[config.mk]
export PLATFORM = sky130hd
export DESIGN_NAME = instr_encoder
export DESIGN_NICKNAME = d
export VERILOG_FILES = /design/src/rtl/instr_pkg.sv /design/src/rtl/instr_pack.sv /design/src/rtl/instr_encoder.sv
export SDC_FILE = /design/constraint.sdc
export NUM_CORES = 1
export LEC_CHECK = 0
export CORE_UTILIZATION = 35
export CTS_CLUSTER_DIAMETER = 60
export DETAILED_ROUTE_END_ITERATION = 10
export PLACE_DENSITY = 0.73
export RECOVER_POWER = 100
export SETUP_SLACK_MARGIN = 0.5
export SLEW_MARGIN = 20
export SYNTH_ARGS = -nofsm -noshare
export SYNTH_HDL_FRONTEND = slang
export SYNTH_HIERARCHICAL = 1
export SYNTH_SLANG_ARGS = --single-unit
[constraint.sdc]
create_clock -name clk -period 3.6 [get_ports clk]
set_input_delay 0.54 -clock clk [delete_from_list [all_inputs] [get_ports clk]]
set_output_delay 0.54 -clock clk [all_outputs]
set_load 0.005 [all_outputs]
[src/rtl/instr_pkg.sv]
// Shared opcode constants and request/error enums for the instruction
// encoder and its decoder counterpart.
package instr_pkg;

   localparam logic [6:0] OP_LOAD   = 7'b0000011;
   localparam logic [6:0] OP_STORE  = 7'b0100011;
   localparam logic [6:0] OP_RTYPE  = 7'b0110011;
   localparam logic [6:0] OP_BRANCH = 7'b1100011;

   typedef enum logic [2:0] {
      KIND_LW  = 3'd0,
      KIND_SW  = 3'd1,
      KIND_R   = 3'd2,
      KIND_BEQ = 3'd3
   } kind_e;

   typedef enum logic [1:0] {
      ERR_NONE  = 2'd0,
      ERR_KIND  = 2'd1,
      ERR_IMM   = 2'd2,
      ERR_ALIGN = 2'd3
   } err_e;

   // A 13-bit signed value fits in 12 bits when its top two bits agree.
   function automatic logic imm12_fits(input logic [12:0] imm);
      return imm[12] == imm[11];
   endfunction

endpackage

[src/rtl/instr_pack.sv]
// Combinational packer: field-level request -> RV32I word plus legality
// verdict and the error code that applies when it is rejected.
module instr_pack
   import instr_pkg::*;
(
   input  logic [2:0]  i_kind,
   input  logic [4:0]  i_rd,
   input  logic [4:0]  i_rs1,
   input  logic [4:0]  i_rs2,
   input  logic [2:0]  i_funct3,
   input  logic        i_funct7b5,
   input  logic [12:0] i_imm,
   output logic [31:0] o_word,
   output logic        o_legal,
   output logic [1:0]  o_code
);

   always_comb begin
      o_word  = '0;
      o_legal = 1'b0;
      o_code  = ERR_KIND;
      case (i_kind)
         KIND_LW: begin
            o_word  = {i_imm[11:0], i_rs1, i_funct3, i_rd, OP_LOAD};
            o_legal = imm12_fits(i_imm);
            o_code  = o_legal ? ERR_NONE : ERR_IMM;
         end
         KIND_SW: begin
            o_word  = {i_imm[11:5], i_rs2, i_rs1, i_funct3, i_imm[4:0], OP_STORE};
            o_legal = imm12_fits(i_imm);
            o_code  = o_legal ? ERR_NONE : ERR_IMM;
         end
         KIND_R: begin
            o_word  = {1'b0, i_funct7b5, 5'b0, i_rs2, i_rs1, i_funct3, i_rd, OP_RTYPE};
            o_legal = 1'b1;
            o_code  = ERR_NONE;
         end
         KIND_BEQ: begin
            // Branch offsets are in halfwords, so bit 0 has no slot in the word.
            o_word  = {i_imm[12], i_imm[10:5], i_rs2, i_rs1, i_funct3,
                       i_imm[4:1], i_imm[11], OP_BRANCH};
            o_legal = ~i_imm[0];
            o_code  = o_legal ? ERR_NONE : ERR_ALIGN;
         end
         default: begin
            o_legal = 1'b0;
            o_code  = ERR_KIND;
         end
      endcase
   end

endmodule

[src/rtl/instr_encoder.sv]
// Instruction encoder: accepts field requests, emits packed words on a
// registered valid/ready stream with a wrapping word address.
module instr_encoder
   import instr_pkg::*;
#(
   parameter int ADDR_W = 10
) (
   input  logic              clk,
   input  logic              rst,
   input  logic              clear,
   input  logic              req_valid,
   output logic              req_ready,
   input  logic [2:0]        req_kind,
   input  logic [4:0]        req_rd,
   input  logic [4:0]        req_rs1,
   input  logic [4:0]        req_rs2,
   input  logic [2:0]        req_funct3,
   input  logic              req_funct7b5,
   input  logic [12:0]       req_imm,
   output logic              out_valid,
   input  logic              out_ready,
   output logic [31:0]       out_word,
   output logic [ADDR_W-1:0] out_addr,
   output logic [ADDR_W:0]   word_count,
   output logic              err,
   output logic [1:0]        err_code
);

   logic              r_valid;
   logic [31:0]       r_word;
   logic [ADDR_W-1:0] r_addr;
   logic [ADDR_W:0]   r_count;
   logic              r_err;
   logic [1:0]        r_code;

   logic [31:0] w_word;
   logic        w_legal;
   logic [1:0]  w_code;
   logic        w_slot;
   logic        w_accept;
   logic        w_handoff;

   instr_pack u_pack (
      .i_kind     (req_kind),
      .i_rd       (req_rd),
      .i_rs1      (req_rs1),
      .i_rs2      (req_rs2),
      .i_funct3   (req_funct3),
      .i_funct7b5 (req_funct7b5),
      .i_imm      (req_imm),
      .o_word     (w_word),
      .o_legal    (w_legal),
      .o_code     (w_code)
   );

   // The output slot frees up when empty or being drained this cycle.
   assign w_slot    = !r_valid || out_ready;
   assign req_ready = w_slot && !clear;
   assign w_accept  = req_valid && req_ready;
   assign w_handoff = r_valid && out_ready && !clear;

   always_ff @(posedge clk or posedge rst) begin
      if (rst) begin
         r_valid <= 1'b0;
         r_word  <= '0;
         r_addr  <= '0;
         r_count <= '0;
         r_err   <= 1'b0;
         r_code  <= ERR_NONE;
      end else if (clear) begin
         r_valid <= 1'b0;
         r_addr  <= '0;
         r_count <= '0;
         r_err   <= 1'b0;
         r_code  <= ERR_NONE;
      end else begin
         if (w_handoff) begin
            r_addr <= r_addr + ADDR_W'(1);
            if (r_count != '1)
               r_count <= r_count + (ADDR_W+1)'(1);
         end
         if (w_slot) begin
            r_valid <= w_accept && w_legal;
            if (w_accept && w_legal)
               r_word <= w_word;
         end
         if (w_accept && !w_legal) begin
            r_err <= 1'b1;
            if (!r_err)
               r_code <= w_code;
         end
      end
   end

   assign out_valid  = r_valid;
   assign out_word   = r_word;
   assign out_addr   = r_addr;
   assign word_count = r_count;
   assign err        = r_err;
   assign err_code   = r_code;

endmodule
After elaboration in Yosys (flattened, before gate mapping). Cells that the tools add are included.

Register bits after elaboration: 57. Word-level logic and storage cells: 52. Output and inout port bits: 58. Bits of input ports: 40.

Bitwise gates (word level): 2. Equal/unequal tests: 6. $add $sub $neg: 2. Reductions and logical operators: 19. Muxes and demuxes: 17.

Operator list (number): 32-bit one-hot mux with 4 select lines (1); 11-bit two-way mux (3); 10-bit two-way mux (2); 11-bit by 1-bit adder with 11-bit output, second input constant (1); 11-bit != test, second input constant (1); 10-bit by 1-bit adder with 10-bit output, second input constant (1); 2-bit two-way mux (5); 2-bit nonzero test (4); 3-bit by 2-bit equality test with 1-bit output, second input constant (2); 1-bit logical AND (6); 2-bit one-hot mux with 3 select lines (1); 1-bit two-way mux (4); 2-bit AND reduction (2); 3-bit by 1-bit equality test with 1-bit output, second input constant (1); 1-bit logical NOT (3); 3-bit logical NOT (1); 1-bit one-hot mux with 3 select lines (1); 3-bit AND reduction (1); 2-bit != test, second input constant (1); 1-bit inverter (2); 2-bit OR reduction (1); 1-bit equality test (1); 1-bit logical OR (1).

Longest topological paths before layout.
Word-level depth: 7. Mapped depth: 6. Mapped depth without buffers: 6.

By module. Netlist, hierarchy kept.

By module, submodules not included: instr_encoder (cells an instance 193, area each 2422.3 um^2, instances 1, seq. area each 1426.4 um^2); instr_pack (cells an instance 65, area each 385.4 um^2, instances 1, seq. area each 0.0 um^2).

Worst setup path after synthesis. Ideal clock, no wire load.

Kind: input to register. Start point: in req_imm[0]. End point: reg r_word[0], in the netlist out_word[0]. Slack: 1.824 ns. Arrival: 1.651 ns. Required time: 3.475 ns. Buffers on the path: 1. Setup time: 0.125 ns. Cell stages on the path: 5. Cell sequence: and3_1 > nor3_1 > nand3_2 > buf_2 > mux2_2.

Longest elaborated chain between the ends: 4.

RTL lines: start, declared (RTL line instr_encoder.sv:19) `input logic [12:0] req_imm,`; 1-bit inverter (RTL line instr_pack.sv:42) `o_legal = ~i_imm[0];`; 1-bit one-hot mux with 3 select lines (RTL line instr_pack.sv:22) `case (i_kind)`; net w_legal (RTL line instr_encoder.sv:37) `logic w_legal;`; 1-bit logical AND (RTL line instr_encoder.sv:84) `if (w_accept && w_legal)`; 3-bit AND reduction (no line); end signal, assigned (RTL line instr_encoder.sv:85) `r_word <= w_word;`; end, declared (RTL line instr_encoder.sv:30) `logic [31:0] r_word;`.

The timed path passes the listed nets, and every way through them passes these cells. A chain may end at the register's enable or synchronous reset.

Final worst setup path.
Start point: in out_ready. End point: out req_ready.

Longest elaborated chain between the ends: 2.

RTL lines: start, declared (RTL line instr_encoder.sv:21) `input logic out_ready,`; 1-bit logical OR (RTL line instr_encoder.sv:57) `assign w_slot = !r_valid || out_ready;`; 1-bit logical AND (RTL line instr_encoder.sv:58) `assign req_ready = w_slot && !clear;`; end, declared (RTL line instr_encoder.sv:12) `output logic req_ready,`.

Every way passes these cells.

==> impl_results.md <==
* Share of the synthesized area in the top cell type at 0.508
* WP data required at just over 3 ns
* Share of cells above drive strength 1 at 0.155
* Synth Warn # at 6
* Sequential share of power at 0.452
* Post-synthesis sequential area ratio at 0.508
* Internal power at about 0.0013 W
* Count of TritonRoute iterations in the first routing pass at 4
* Total of flip-flops plus latches after synthesis at between 50 and 60
* Number of setup violations in the final report at 0
* Most area-hungry cell type in the Yosys netlist: dfrtp_1
* Die ar. at between 8000 and 9000 um2
* Number of vias per cell after detailed routing at 4.92
* Die width at ~90 um
* Overall fraction of global-route tracks in use at 0.169
* Clock tree from TritonCTS: done
* Standard-cell row count at 32
* Aggregate global routing overflow at 0
* Nets at 400
* Busiest metal layer after global routing: met2
* Clk sink count at 57
* Worst slew margin relative to its limit at 0.358
* Least setup slack across all paths after layout at just over 0.9 ns
* Post-CTS Hold Fix Bufs at 0
* Family with the most delay on the worst path: buffers and inverters
* Number of routed nets with antenna violations at 0
* Sum of net half-perimeters after detailed placement at around 4700 um
* Share of power burned in the clock network at 0.356
* Routed wire per std cell at approximately 14 um
* Fin crit period at ~2.7 ns
* Via count of the first global-routing pass at approximately 2.3k
* M1 GR Usage at 0.204
* Leakage component of the power at between 1.5 and 2 nW
* Via total after detailed routing at around 2.3k
* Number of distinct library cells after synthesis at 39
* Summed instance area of the synthesized netlist at about 2800 um2
* IO Count at between 90 and 100
* Switch Pwr at between 0.0003 and 0.0004 W
* Htree depth at 3
* Core region area at slightly below 8000 um2
* Unrepaired setup endpoints after global routing: no
* Met3 routing resource usage after global routing at 0.0628
* Number of gates given a new drive strength after cts at 0
* Initial cell density of the core at 0.363
* Critical path capture point type: output pin
* Largest fanout on the critical path at 5
* Power density over the cells at about 410 nW/um2
* Source-to-sink clock delay at the later pin of the worst-skew pair at approximately 0.33 ns
* Fraction of power spent switching nets at 0.234
* Final routed wirelength across all metal layers at 6460 um
* Total negative setup slack at 0 ns
* Peak supply drop at slightly below 0.0002 V
* Fill cell count at 713
* Crit Path Category: in2out
* Cell types with the largest area share after synthesis: dfrtp_1 (51%), mux2_2 (13%), nor2_1 (4.0%), mux2i_1 (2.9%), nor2b_1 (2.2%)
* Final period utilization at 0.748
* Ant diodes at 0
* 1st-iter DRT viols at 46
* Buffers from clock root to sink, at most at 2
* Number of pins with negative max-slew slack in the final report at 0
* Maximum number of pins on one net before global-route repair at 33
* Highest Clock Rate at ~370 MHz
* Y dimension of the die at 91.6 um
* Root cell of the clock tree: clkbuf_8
* Clk slew on worst S/H paths at 0.06 ns
* Area growth from synthesis to layout at 44.3%
* Critical Path Most Common Cell: dlygate4sd3_1
* Global-route wire length before repair at 11000 um
* Hold Crit Class: reg2reg
* Worst stage delay on the critical path at approximately 0.62 ns
* Remaining DRCs at 0
* Worst Clk Skew at ~0.0037 ns
* Total count of hold-check failures in the final report at 0
* Startpoint type of the worst setup path: primary input
* Count of buffer and inverter cells on the critical path at 2
* Average cell area after synthesis at roughly 11 um2
* Number of max-cap violations at 0
* Fraction of power consumed by combinational cells at 0.192
* Count of buffers from port buffering at slightly below 100
* Worst Tran Pin Value at around 0.96 ns
* Global routing met2 resource utilization at 0.267
* Outcome: completed
* Place WS at about 0.96 ns
* Number of setup buffers added after CTS at 0
* Placer's final routability congestion estimate at between 0.7 and 0.8
* Cell with the largest stage delay on the worst path: dlygate4sd3_1
* Count of mapped cells out of synthesis at 258
* Critical path, cell by cell: dlygate4sd3_1 -> nor2b_1 -> nor2_1 -> dlygate4sd3_1
* Arrival @ worst endpoint at 2.15 ns
* Initial antenna violation count at 0
* Number of buffers added by the clock tree synthesis step at 9
==> metrics by stage <==
step	cells	utilization	total power [W]	hold WS [ns]	instance area (um2)
final	464	0.524	0.00166	0.495	4050
after detailed placement	449	0.500	0.00112	0.492	3860
after global placement	449	0.500	0.00111	0.487	3860
after global routing	464	0.524	0.00175	0.518	4050
after floorplan	259	-	0.000892	0.504	2810
after CTS	464	0.525	0.00172	0.506	4060
==> final cells by class <==
type                    instances  area (um2)  area share
repair buffers                102        1000       0.248
flip-flops and latches         57        1430       0.352
clock inverters                 3        40.0     0.00988
clock buffers                  12         155      0.0383
multi-input cells             183        1280       0.316
inverters                       5        18.8     0.00463
well taps                     102         128      0.0315
==> state kept, by name, indices dropped and copies added, names as in the netlist <==
signal,cells
out_word,32
out_valid,1
err_code,2
out_addr,10
word_count,11
err,1
==> cell families (layout without fill, tap and decap cells) <==
logic type,count (synthesis),after routing,synth area share
AOI/OAI and AO/OA,29,29,0.0619
other,1,2,0.00134
muxes,41,41,0.161
xor gates and xnor gates,13,13,0.0406
DFF,57,57,0.508
adders and majority gates,2,2,0.00891
and+or+nand+nor,96,96,0.181
buffers and inverters,19,122,0.0370
==> cell usage after synthesis (all sizes together) <==
cell     instances
a2111oi          1
nor3             7
clkbuf           2
or4              1
and2             7
and3             6
a41oi            2
xor2             7
inv              5
mux2            33
xnor2            6
ha               2
o21a             1
or2              1
nor4             1
nor2b           11
dfrtp           57
nand2b           1
nor2            30
a21oi           10
nand4            5
nor4b            2
o21ai            9
conb             1
nand3            9
mux2i            8
and4             2
nor4bb           1
a31oi            1
o31ai            2
buf             12
a211oi           3
nand2           11
or4b             1
==> path summary, 6_finish.rpt <==
path	slack, ns	from	endpoint	depth (start not counted)
setup / recovery	0.91	out_ready	req_ready	4
max in group asynchronous	1.42	rst	out_word[15]	3
min in group asynchronous	0.87	rst	word_count[7]	2
hold reg to reg	0.49	out_word[1]	out_word[1]	1
setup reg to reg	1.51	out_valid	out_word[21]	5
hold / removal	0.49	out_word[1]	out_word[1]	1
==> cells in the final DEF, fill, tap and decap left out, types with 6 or more instances in the layout <==
cell	synthesis	layout
nor2_1	30	30
xnor2_1	6	6
nor2b_1	10	10
and3_1	6	6
o21ai_0	9	9
mux2i_1	8	8
and2_1	7	6
clkbuf_8	0	11
nand3_1	7	7
xor2_1	7	7
clkdlybuf4s50_1	0	36
mux2_2	33	33
a21oi_1	10	10
nand2_1	11	11
dlygate4sd3_1	0	61
dfrtp_1	57	57
nor3_1	7	7
==> worst reg2reg max path, delay by kind of cell, from the launching register on <==
| family | cells | cell delay, ns |
|---|---|---|
| buffers and inverters | 1 | 0.62 |
| AND/OR/NAND/NOR | 3 | 0.50 |
| multiplexers | 1 | 0.43 |
| flip-flops | 1 | 0.42 |
==> power groups by stage <==
stage                     clock, W  sequential (W)  combinational [W]
final                     0.000590        0.000750           0.000318
after global routing      0.000638        0.000760           0.000348
after CTS                 0.000608        0.000755           0.000353
after detailed placement         0        0.000765           0.000351
after global placement           0        0.000762           0.000347
after floorplan                  0        0.000767           0.000125
==> layer usage <==
| metal | share of wire | wire length, um | vias to the layer above |
|---|---|---|---|
| met3 | 0.090 | 584 | 8 |
| met5 | 0 | 0 | - |
| met2 | 0.47 | 3050 | 75 |
| li1 | - | - | 1105 |
| met1 | 0.42 | 2720 | 1094 |
| met4 | 0.017 | 107 | 0 |
Power figures use the tool's default switching activity.
